$ cat src/rtl/display_pkg.sv
// Shared types and constants for the binary-to-display-digit converter.
//   state_e  : converter sequencing states
//   digit_t  : one 4-bit display digit code
//   LED_*    : bit positions of the decimal-point flags
package display_pkg;

  typedef enum logic [1:0] {
    IDLE = 2'd0,
    CONV = 2'd1,
    LOAD = 2'd2
  } state_e;

  typedef logic [3:0] digit_t;

  localparam int DEC_MAX_DEFAULT = 999;
  localparam int BCD_DIGITS      = 4;
  localparam int VAL_W           = 12;  // widest value the display can carry

  localparam int LED_HEX = 0;
  localparam int LED_OVF = 2;

endpackage

$ cat src/rtl/bcd_adj3.sv
// Double-dabble digit correction: adds 3 to a BCD digit that is 5 or more
// so that the following left shift carries correctly into the next digit.
//   digit_i : scratch BCD digit before the shift
//   digit_o : corrected digit
module bcd_adj3
  import display_pkg::*;
(
  input  digit_t digit_i,
  output digit_t digit_o
);

  assign digit_o = (digit_i >= 4'd5) ? digit_i + 4'd3 : digit_i;

endmodule

$ cat src/rtl/bin_to_display_digits.sv
// Converts a binary value into three display digit codes plus three
// decimal-point flags for the multiplexed seven-segment driver.
// Decimal mode runs a sequential double-dabble, one bit per clock;
// hex mode passes the nibbles straight through.
//   Clk, Reset        : clock, synchronous active-high reset
//   start, hex_mode,  : conversion request; mode and value are sampled
//   value               when the request is accepted in IDLE
//   busy, done        : busy while converting, done pulses as outputs update
//   SEG0..SEG2        : digit codes, least significant first
//   LED               : bit0 hex indicator, bit2 decimal overflow
//
// state | meaning
// IDLE  | waiting for start, outputs hold last result
// CONV  | one double-dabble iteration per cycle
// LOAD  | register digits/flags, pulse done
module bin_to_display_digits
  import display_pkg::*;
#(
  parameter int IN_W    = 12,
  parameter int DEC_MAX = DEC_MAX_DEFAULT
) (
  input  logic            Clk,
  input  logic            Reset,
  input  logic            start,
  input  logic            hex_mode,
  input  logic [IN_W-1:0] value,
  output logic            busy,
  output logic            done,
  output logic [3:0]      SEG0,
  output logic [3:0]      SEG1,
  output logic [3:0]      SEG2,
  output logic [2:0]      LED
);

  localparam int CNT_W = (IN_W > 1) ? $clog2(IN_W) : 1;
  localparam logic [CNT_W-1:0] LAST_ITER = CNT_W'(IN_W - 1);
  localparam logic [31:0]      DEC_MAX_U = 32'(DEC_MAX);

  state_e                  state_q;
  logic [CNT_W-1:0]        cnt_q;
  logic [4*BCD_DIGITS-1:0] scratch_q;
  logic [IN_W-1:0]         shift_q;
  logic                    hex_q;
  logic                    ovf_q;
  digit_t                  seg0_q, seg1_q, seg2_q;
  logic [2:0]              led_q;
  logic                    busy_q;
  logic                    done_q;

  digit_t                  seg0_d, seg1_d, seg2_d;
  logic [2:0]              led_d;
  logic [4*BCD_DIGITS-1:0] scratch_adj;
  logic [4*BCD_DIGITS-1:0] scratch_shift;
  logic [VAL_W-1:0]        val_ext;
  logic                    ovf_in;

  for (genvar g = 0; g < BCD_DIGITS; g++) begin : g_adj
    bcd_adj3 u_adj (
      .digit_i(scratch_q[4*g +: 4]),
      .digit_o(scratch_adj[4*g +: 4])
    );
  end

  // Correct every digit, then shift the next value MSB into the scratch LSB.
  assign scratch_shift = {scratch_adj[4*BCD_DIGITS-2:0], shift_q[IN_W-1]};

  assign ovf_in  = 32'(value) > DEC_MAX_U;
  // In hex mode shift_q never moves, so it still holds the accepted value.
  assign val_ext = VAL_W'(shift_q);

  // The thousands digit only matters for the carry chain, never displayed.
  logic unused_bits;
  assign unused_bits = ^{scratch_adj[4*BCD_DIGITS-1], scratch_q[4*BCD_DIGITS-1:12]};

  always_comb begin
    seg0_d = '0;
    seg1_d = '0;
    seg2_d = '0;
    led_d  = '0;
    if (hex_q) begin
      seg0_d         = val_ext[3:0];
      seg1_d         = val_ext[7:4];
      seg2_d         = val_ext[11:8];
      led_d[LED_HEX] = 1'b1;
    end else if (ovf_q) begin
      seg0_d         = 4'd9;
      seg1_d         = 4'd9;
      seg2_d         = 4'd9;
      led_d[LED_OVF] = 1'b1;
    end else begin
      seg0_d = scratch_q[3:0];
      seg1_d = scratch_q[7:4];
      seg2_d = scratch_q[11:8];
    end
  end

  always_ff @(posedge Clk) begin
    if (Reset) begin
      state_q   <= IDLE;
      cnt_q     <= '0;
      scratch_q <= '0;
      shift_q   <= '0;
      hex_q     <= 1'b0;
      ovf_q     <= 1'b0;
      seg0_q    <= '0;
      seg1_q    <= '0;
      seg2_q    <= '0;
      led_q     <= '0;
      busy_q    <= 1'b0;
      done_q    <= 1'b0;
    end else begin
      done_q <= 1'b0;
      case (state_q)
        IDLE: begin
          if (start) begin
            shift_q   <= value;
            hex_q     <= hex_mode;
            ovf_q     <= ovf_in;
            scratch_q <= '0;
            cnt_q     <= '0;
            busy_q    <= 1'b1;
            state_q   <= hex_mode ? LOAD : CONV;
          end
        end
        CONV: begin
          scratch_q <= scratch_shift;
          shift_q   <= shift_q << 1;
          if (cnt_q == LAST_ITER) begin
            state_q <= LOAD;
          end else begin
            cnt_q <= cnt_q + 1'b1;
          end
        end
        LOAD: begin
          seg0_q  <= seg0_d;
          seg1_q  <= seg1_d;
          seg2_q  <= seg2_d;
          led_q   <= led_d;
          done_q  <= 1'b1;
          busy_q  <= 1'b0;
          state_q <= IDLE;
        end
        default: begin
          state_q <= IDLE;
          busy_q  <= 1'b0;
        end
      endcase
    end
  end

  assign busy = busy_q;
  assign done = done_q;
  assign SEG0 = seg0_q;
  assign SEG1 = seg1_q;
  assign SEG2 = seg2_q;
  assign LED  = led_q;

endmodule

$ cat config.mk
export PLATFORM = sky130hd
export DESIGN_NAME = bin_to_display_digits
export DESIGN_NICKNAME = d
export VERILOG_FILES = /design/src/rtl/display_pkg.sv /design/src/rtl/bcd_adj3.sv /design/src/rtl/bin_to_display_digits.sv
export SDC_FILE = /design/constraint.sdc
export NUM_CORES = 1
export LEC_CHECK = 0
export BUFFER_PORTS_ARGS = -buffer_cell sky130_fd_sc_hd__buf_4
export CORE_UTILIZATION = 56
export CTS_CLUSTER_DIAMETER = 200
export DETAILED_ROUTE_END_ITERATION = 8
export GPL_ROUTABILITY_DRIVEN = 0
export MAX_ROUTING_LAYER = met4
export PLACE_DENSITY = 0.8
export RECOVER_POWER = 100
export SYNTH_ARGS = -nofsm -noshare
export SYNTH_HDL_FRONTEND = slang
export SYNTH_SLANG_ARGS = --single-unit
$ cat constraint.sdc
create_clock -name Clk -period 1.5 [get_ports Clk]
set_input_delay 0.15 -clock Clk [delete_from_list [all_inputs] [get_ports Clk]]
set_output_delay 0.15 -clock Clk [all_outputs]
set_load 0.01 [all_outputs]
==> flow_metrics.env <==
export IMPL_outcome="completed"
export IMPL_pwr_share_comb_pct=13.7
export IMPL_syn_inst=264
export IMPL_syn2layout_area_growth_pct=14.4
export IMPL_antenna_found_initial=0
export IMPL_slew_headroom_pct=62.0
export IMPL_viasPerCell=5.62
export IMPL_ys_ff_latch=48
export IMPL_grt_pass1_wl_um=8050
export IMPL_avgSynthCellArea_um2=8.34
export IMPL_dpl_cell_count=336
export IMPL_max_cap_viol_count=0
export IMPL_final_max_slew_violation_count=0
export IMPL_grt_setup_unrepaired="no"
export IMPL_worstSkewPairLatency_ps=310
export IMPL_seqPwrFrac_pct=55.0
export IMPL_finalCriticalPeriod_ps=1450
export IMPL_synth_top_area_share_pct=43.6
export IMPL_io_buffers=31
export IMPL_p_leak_uw=0.000941
export IMPL_rows=22
export IMPL_dr_total_vias=1934
export IMPL_nets=318
export IMPL_drive_above_1_share_pct=13.5
export IMPL_dieArea_um2=4190
export IMPL_yosysMostFrequentCell="dfxtp_1"
export IMPL_route_detailed_drc=0
export IMPL_period_share_pct=96.4
export IMPL_die_h_um=64.7
export IMPL_netlist_top_cells_area="dfxtp_1 44%, nand2_1 6.1%, a21oi_1 4.8%, nor2_1 4.8%, a311oi_1 4.4%"
export IMPL_fin_tns_setup_ps=0
export IMPL_endpoint_kind="register"
export IMPL_wirelength_um=4820
export IMPL_design_portCount=33
export IMPL_critPathLaunchType="register"
export IMPL_synth_fp_nets=287
export IMPL_synth_area_um2=2200
export IMPL_gr_total_overflow=0
export IMPL_worstPathMaxFanout=4
export IMPL_internal_power_uw=1860
export IMPL_htree_levels=2
export IMPL_grt_max_degree=41
export IMPL_switching_share_pct=27.7
export IMPL_numCtsBuffers=5
export IMPL_hold_buffers=0
export IMPL_ys_seq_area_share_pct=43.6
export IMPL_async_flop_share_pct=0
export IMPL_hold_violations=0
export IMPL_yosys_area_top_type="dfxtp_1"
export IMPL_track_usage_pct=26.0
export IMPL_worstPathRequired_ps=1710
export IMPL_ys_flop_type="dfxtp_1"
export IMPL_synth_edf_count=0
export IMPL_num_antenna_cells=0
export IMPL_cts_tree="built"
export IMPL_die_w_um=64.7
export IMPL_peakVddDrop_mv=0.670
export IMPL_powerDensity_nw_per_um2=1020
export IMPL_hold_path_class="primary input to register"
export IMPL_first_global_vias=1707
export IMPL_worstSetupPathType="register to register"
export IMPL_first_iter_violations=126
export IMPL_start_util_pct=59.3
export IMPL_ant_nets=0
export IMPL_clock_skew_ps=4.27
export IMPL_cts_max_path_buffers=2
export IMPL_cp_data_arrival_time_ps=1650
export IMPL_cts_sinks=48
export IMPL_path_clk_slew_ps=90
export IMPL_cts_root_buf="clkbuf_8"
export IMPL_switchingPower_uw=713
export IMPL_yosys_warnings=0
export IMPL_synthDistinctLibCells=32
export IMPL_fp_coreArea_um2=3720
export IMPL_worstMarginPinSlew_ps=567
export IMPL_stdcell_count=344
export IMPL_wl_per_cell_um=14.0
export IMPL_final_setup_viol_count=0
export IMPL_first_pass_iters=4
export IMPL_clkPwrFrac_pct=31.4
export IMPL_place_hpwl_um=3440
export IMPL_fmaxAchievable_mhz=691
export IMPL_synthTopCellsByCount="48 x dfxtp_1, 36 x nand2_1, 28 x nor2_1"
## cells by family after synthesis
logic type      synth area share, %
buf+inv                        5.00
other cells                   0.170
mux                            1.36
compound gates                 18.7
fa+ha+maj                      3.98
xor+xnor                       2.78
flops                          43.6
simple gates                   24.4
## power by group through the flow
stage	Sequential [uW]	Clock, uW	Combinational (uW)
after floorplan	1430	0	237
after global placement	1440	0	366
after detailed placement	1440	0	371
after CTS	1410	811	375
after global routing	1420	860	396
final	1410	807	352
## sequential cells by signal, indices dropped and copies added (netlist names)
register and cells:
SEG2 4, hex_q 1, state_q 2, SEG0 4
SEG1 4, busy 1, shift_q 12, scratch_q 12
ovf_q 1, LED 2, cnt_q 4, done 1
## cells in the final DEF, fill, tap and decap left out, drive strengths merged, types with 2 or more instances in the layout
master and n:
o21ai 7, clkbuf 26, nor3 13, nor4 2
nor2 30, nand3 6, ha 7, dfxtp 48
inv 7, buf 21, nand2b 13, o311ai 6
nand4 2, nand2 36, mux2i 3, a311oi 11
or2 2, a22o 8, xor2 3, xnor2 4
nand3b 2, a21oi 21, clkinv 2, a211oi 6
nor3b 3, and2 2
## routing by layer
| metal | GRT usage, % | up-vias | share of wire (%) |
|---|---|---|---|
| met2 | 41.8 | 45 | 47 |
| li1 | - | 987 | - |
| met5 | - | - | 0 |
| met4 | 11.9 | 0 | 2.1 |
| met1 | 31.7 | 891 | 48 |
| met3 | 4.23 | 11 | 3.1 |
## final timing paths
check,start,endpoint,slack (ps),cells past startpoint
max,scratch_q[1],scratch_q[2],50,6
min,value[0],shift_q[0],80,3
max reg2reg,scratch_q[1],scratch_q[2],50,6
min reg2reg,SEG2[0],SEG2[0],450,2
## metrics by stage
step | hold slack (ps) | util [%] | total power (uW) | worst slack [ps] | cell area, um^2
after floorplan | 286 | - | 1660 | 144 | 2200
after global placement | 387 | 66.9 | 1810 | 97.0 | 2490
after detailed placement | 393 | 66.9 | 1810 | 13.6 | 2490
after CTS | 73.0 | 69.5 | 2600 | 37.5 | 2580
after global routing | 114 | 67.8 | 2680 | 1.90 | 2520
final | 75.0 | 67.8 | 2570 | 53.7 | 2520
## repair_timing
item                                    in CTS  in global routing
resized for setup                            1                  3
endpoints found under the setup margin       1                  4
buffers inserted                             0                  0
endpoints found under the hold margin        0                  0
## worst max-delay path, cell delays in order (launching register included)
cell and delay [ps]:
dfxtp_1 370, inv_1 110, ha_1 180, nand2b_1 160, a21oi_2 230, mux2i_1 100
a22o_1 190
## area by class of cell
class | count | area [um^2]
well taps | 48 | 60.1
multi-input cells | 192 | 1140
flip-flops and latches | 48 | 961
repair buffers | 41 | 236
inverters | 7 | 26.3
clock inverters | 2 | 10.0
fillers | 343 | 1200
clock buffers | 6 | 82.6
(Power assumes the default switching activity.)
